[src/rtl/gcd_pkg.sv]
// gcd_pkg: shared FSM state and compare-result types for the GCD engine
package gcd_pkg;
  typedef enum logic [1:0] {IDLE, CALC, DONE} state_t;
  typedef enum logic [2:0] {EQ, GT, LT, ZA, ZB} cmp_t;
endpackage

[src/rtl/gcd_datapath.sv]
// gcd_datapath: A/B operand registers, comparator and the two subtractors
module gcd_datapath
  import gcd_pkg::*;
#(
  parameter int WIDTH = 16
) (
  input  logic             clk,
  input  logic             rst_n,
  input  logic             load,
  input  logic             sub_a,
  input  logic             sub_b,
  input  logic [WIDTH-1:0] a_in,
  input  logic [WIDTH-1:0] b_in,
  output logic [WIDTH-1:0] a,
  output logic [WIDTH-1:0] b,
  output cmp_t             cmp
);
  // zero checks take priority so a zero operand ends the job before any subtraction
  assign cmp = a == '0 ? ZA : b == '0 ? ZB : a == b ? EQ : a > b ? GT : LT;
  // load operands on accept, otherwise subtract the smaller from the larger
  always_ff @(posedge clk or negedge rst_n) begin
    if (!rst_n) begin
      a <= '0;
      b <= '0;
    end else if (load) begin
      a <= a_in;
      b <= b_in;
    end else begin
      if (sub_a) a <= a - b;
      if (sub_b) b <= b - a;
    end
  end
endmodule

[src/rtl/gcd_engine.sv]
// gcd_engine: subtractive GCD unit with one-cycle done pulse; GCD_ITER_CNT_EN adds an iteration counter
module gcd_engine
  import gcd_pkg::*;
#(
  parameter int WIDTH = 16
) (
  input  logic             clk,
  input  logic             rst_n,
  input  logic             start,
  input  logic [WIDTH-1:0] a_in,
  input  logic [WIDTH-1:0] b_in,
  output logic             busy,
  output logic             done,
  output logic [WIDTH-1:0] gcd_out
`ifdef GCD_ITER_CNT_EN
  ,
  output logic [WIDTH-1:0] iter_cnt
`endif
);
  state_t           state;
  cmp_t             cmp;
  logic [WIDTH-1:0] a, b;
  logic             load, sub_a, sub_b;
  assign load  = state == IDLE && start;
  assign sub_a = state == CALC && cmp == GT;
  assign sub_b = state == CALC && cmp == LT;
  gcd_datapath #(.WIDTH(WIDTH)) u_dp (
    .clk(clk), .rst_n(rst_n), .load(load), .sub_a(sub_a), .sub_b(sub_b),
    .a_in(a_in), .b_in(b_in), .a(a), .b(b), .cmp(cmp)
  );
  // controller: sequences IDLE/CALC/DONE and registers busy, done and the result
  always_ff @(posedge clk or negedge rst_n) begin
    if (!rst_n) begin
      state   <= IDLE;
      busy    <= 1'b0;
      done    <= 1'b0;
      gcd_out <= '0;
    end else begin
      case (state)
        IDLE: if (start) begin
          state <= CALC;
          busy  <= 1'b1;
        end
        CALC: if (cmp == ZA || cmp == ZB || cmp == EQ) begin
          state   <= DONE;
          done    <= 1'b1;
          gcd_out <= cmp == ZA ? b : a;
        end
        default: begin
          state <= IDLE;
          busy  <= 1'b0;
          done  <= 1'b0;
        end
      endcase
    end
  end
`ifdef GCD_ITER_CNT_EN
  // subtraction counter: cleared on accept, saturating, held after the job
  always_ff @(posedge clk or negedge rst_n) begin
    if (!rst_n) iter_cnt <= '0;
    else if (load) iter_cnt <= '0;
    else if ((sub_a || sub_b) && !(&iter_cnt)) iter_cnt <= iter_cnt + 1'b1;
  end
`endif
endmodule
[config.mk]
export PLATFORM = sky130hd
export DESIGN_NAME = gcd_engine
export DESIGN_NICKNAME = d
export VERILOG_FILES = /design/src/rtl/gcd_pkg.sv /design/src/rtl/gcd_datapath.sv /design/src/rtl/gcd_engine.sv
export SDC_FILE = /design/constraint.sdc
export NUM_CORES = 1
export LEC_CHECK = 0
export ABC_AREA = 1
export BUFFER_PORTS_ARGS = -buffer_cell sky130_fd_sc_hd__clkbuf_2
export CAP_MARGIN = 10
export CELL_PAD_IN_SITES_DETAIL_PLACEMENT = 0
export CELL_PAD_IN_SITES_GLOBAL_PLACEMENT = 1
export CORE_ASPECT_RATIO = 1.75
export CORE_MARGIN = 3
export CORE_UTILIZATION = 38
export CTS_CLUSTER_SIZE = 24
export DETAILED_ROUTE_END_ITERATION = 8
export GPL_ROUTABILITY_DRIVEN = 0
export GPL_TIMING_DRIVEN = 0
export PLACE_DENSITY = 0.76
export SLEW_MARGIN = 15
export SYNTH_ARGS = -nofsm -noshare
export SYNTH_HDL_FRONTEND = slang
export SYNTH_SLANG_ARGS = --single-unit
[constraint.sdc]
create_clock -name clk -period 2.2 [get_ports clk]
set_input_delay 0.22 -clock clk [delete_from_list [all_inputs] [get_ports clk]]
set_output_delay 0.22 -clock clk [all_outputs]
set_load 0.01 [all_outputs]
==> metrics.csv <==
stage,metric,value,unit
layout,Final Core Density,48.8,%
floorplan,Core Region,11700,um2
critical_path,Critical Path Start,u_dp.a[2],
layout,Antenna Cells,0,
outcome,status,finished clean,
pwr,combinational cell fraction of total power,2.6,%
critical_path,worst path required time,2390,ps
clock_network,CTS tree,done,
pwr,Switch Pwr,0.468,mW
grt,first-pass GRT wire length,24700,um
sta,Slew HR,47.8,%
clock_network,Root Driver,clkbuf_16,
synthesis,Yosys warning total,0,
sta,setup ws final,53.1,ps
pwr,power per cell area,328,nW/um2
grt,vias in the first global route,4678,
sta,Setup-failing EPs final,0,
placed_design,DP Area,5030,um2
drt,DRC Markers,0,
pwr,Sw Ratio,25.0,%
layout,layout cells sized above 1,23.8,%
clock_network,Skew-Pair Late Insertion Delay,310,ps
pwr,Flop pwr share,51.0,%
layout,fin cells,941,
synthesis,fraction of registers with async set/reset,100,%
clock_network,clk slew on worst S/H paths,80,ps
synthesis,top cell type's share of synthesized area,28.3,%
synthesis,mux contribution to synthesized area,0,%
floorplan,Top Ports,53,
clock_network,H-Tree Depth,2,
placed_design,detailed placement HPWL,12900,um
pwr,Clk network pwr share,46.4,%
layout,post-route cell area,5710,um2
sta,Setup TNS,0,ps
placed_design,dpl ws,-429,ps
grt,initial antenna violation count,0,
critical_path,RR Startpoint,u_dp.a[2],
clock_network,clock sink total,52,
synthesis,Adder-Cell Fraction of Synth Area,9.30,%
layout,Syn-to-layout area delta,24.1,%
floorplan,Starting Density,39.3,%
synthesis,Synth cell types,30,
drt,starting DRC count in detailed routing,227,
sta,Clock Skew,9.65,ps
drt,post-route ant nets,0,
floorplan,DIE AREA,13500,um2
clock_network,clock buffer depth,2,
layout,# nets final,873,
synthesis,top_reg_cell synth,dfrtp_1,
drt,DR WL/cell,17.8,um
sta,Hold WS,15.5,ps
critical_path,Worst Path Arrival,2340,ps
sta,Period minus WS final,2150,ps
drt,Via density,5.11,
floorplan,Site Rows,52,
pwr,Static Leakage,3.06,nW
critical_path,startpoint type of the worst setup path,register,
placed_design,port buffer count,52,
critical_path,"Max FO, Critical Path",8,
layout,"most common cell after layout, fill and taps aside",nand2_1,
synthesis,compound-gate portion of the synthesized area,9.17,%
grt,gr usage total,24.8,%
synthesis,Synth Instances,724,
floorplan,Die Ht,152,um
sta,worst slew pin tran,784,ps
sta,Hold Fails Final Rpt,0,
grt,grt ovf,0,
synthesis,syn avg cell area,6.35,um2
critical_path,CP endpoint kind,register,
layout,"commonest cells after routing, fill and taps aside","253 x nand2_1, 103 x inv_1, 63 x nand3_1",
drt,first drt pass iteration count,5,
synthesis,sequential area share after synthesis,28.3,%
clock_network,Num CTS Buffers,5,
synthesis,Synth area leaders,"dfrtp_1 28%, nand2_1 21%, inv_1 9.1%, ha_1 8.4%, nand3_1 7.1%",
synthesis,Post-Synth Simple-Gate Area,40.1,%
sta,period utilisation layout,97.6,%
placed_design,Placed Cells,911,
pwr,VDD IR-drop max,245,uV
synthesis,Post-Syn Nets,792,
pwr,Final Total Pwr,1.87,mW
drt,DR vias,4806,
synthesis,XOR/XNOR Fraction of Synth Area,1.33,%
grt,pin count of the biggest net entering global routing,53,
sta,Achievable Freq,466,MHz
critical_path,Crit Path Category,register to register,
drt,Routed WL,16700,um
synthesis,synthesized area,4600,um2
synthesis,Yosys top cell by area,dfrtp_1,
sta,"Slew Viols, Final",0,
synthesis,Seq cells post-synth,52,
synthesis,Post-synth EDFFs,0,
pwr,Internal,1.40,mW
run,Maximum Capacitance Violations,0,
hold_path,Hold Path Class,primary input to async pin,
synthesis,main combinational cell family by area after synthesis,simple AND/OR/NAND/NOR gates,
floorplan,Die W,89.2,um
==> state kept, by name (all words and copies together), names as in the netlist <==
signal	flops
done	1
u_dp.a	16
gcd_out	16
busy	1
u_dp.b	16
state	2
==> area by class of cell <==
type	instances	area [um2]
fill	1250	6000
inverter	117	439
timing repair buffer	74	484
buffer	18	154
clock buffer	5	125
sequential	52	1310
tap	135	169
clock inverter	3	21.3
multi-input combinational	537	3010
==> routing by layer <==
| layer | wire [um] | up-vias | global-route usage [%] |
|---|---|---|---|
| met5 | 0 | - | 0 |
| met2 | 8860 | 123 | 44.8 |
| li1 | - | 2396 | - |
| met1 | 6120 | 2236 | 26.8 |
| met4 | 1260 | 0 | 15.3 |
| met3 | 485 | 51 | 2.33 |
==> cells in the mapped netlist (2+ instances only) <==
master / instances
nand3_1: 65
nor3_1: 2
fa_1: 2
inv_1: 111
nand2_1: 258
dfrtp_1: 52
o21ai_2: 18
clkbuf_1: 8
a31oi_1: 2
buf_6: 4
a21o_1: 2
nand4_1: 10
nand2_4: 4
xor2_1: 7
nand3_2: 2
or2_2: 6
buf_2: 5
nor2_2: 3
inv_2: 5
nand2_2: 17
o21ai_0: 29
nor2_1: 59
a21oi_1: 15
nor2_4: 2
ha_1: 31
==> kinds of logic (layout without fill, tap and decap cells) <==
group	after synthesis	in the layout
xor gates and xnor gates	7	7
adders and majority gates	33	33
and+or+nand+nor	429	429
AOI/OAI and AO/OA	68	68
DFF	52	52
buffers and inverters	135	217
==> worst max-delay path: stages, from the launching register on <==
cell,delay [ps]
dfrtp_1,420
buf_4,150
nor2_1,90
nand2_1,110
nor2_1,110
nand2_1,300
nand3_2,260
nor2_4,70
nand2_4,100
nand2_8,100
buf_12,190
nand2_2,60
o21ai_2,50
==> power groups by stage <==
stage / sequential, mW / combinational (mW) / clock, mW
final: 0.955 / 0.0492 / 0.867
after global routing: 0.955 / 0.0568 / 0.896
after CTS: 0.955 / 0.0512 / 0.872
after detailed placement: 0.974 / 0.0513 / 0
after global placement: 0.974 / 0.0493 / 0
after floorplan: 0.974 / 0.0000407 / 0
==> path summary, 6_finish.rpt <==
| kind | cells after the start | slack [ps] | to |
|---|---|---|---|
| hold / removal | 1 | 20 | gcd_out[15] |
| max in group asynchronous | 1 | 1630 | u_dp.a[5] |
| min in group clk | 5 | 200 | u_dp.b[12] |
| setup reg to reg | 12 | 50 | u_dp.a[6] |
| hold reg to reg | 2 | 480 | gcd_out[13] |
| setup / recovery | 12 | 50 | u_dp.a[6] |
==> what timing repair did <==
action                                  CTS  global route
gates cloned                              0             3
buffers inserted                          5            14
endpoints found under the setup margin   48            48
pin swaps                                 4             7
hold buffers                              0             0
resized for setup                        23            56
(Power assumes the default switching activity.)
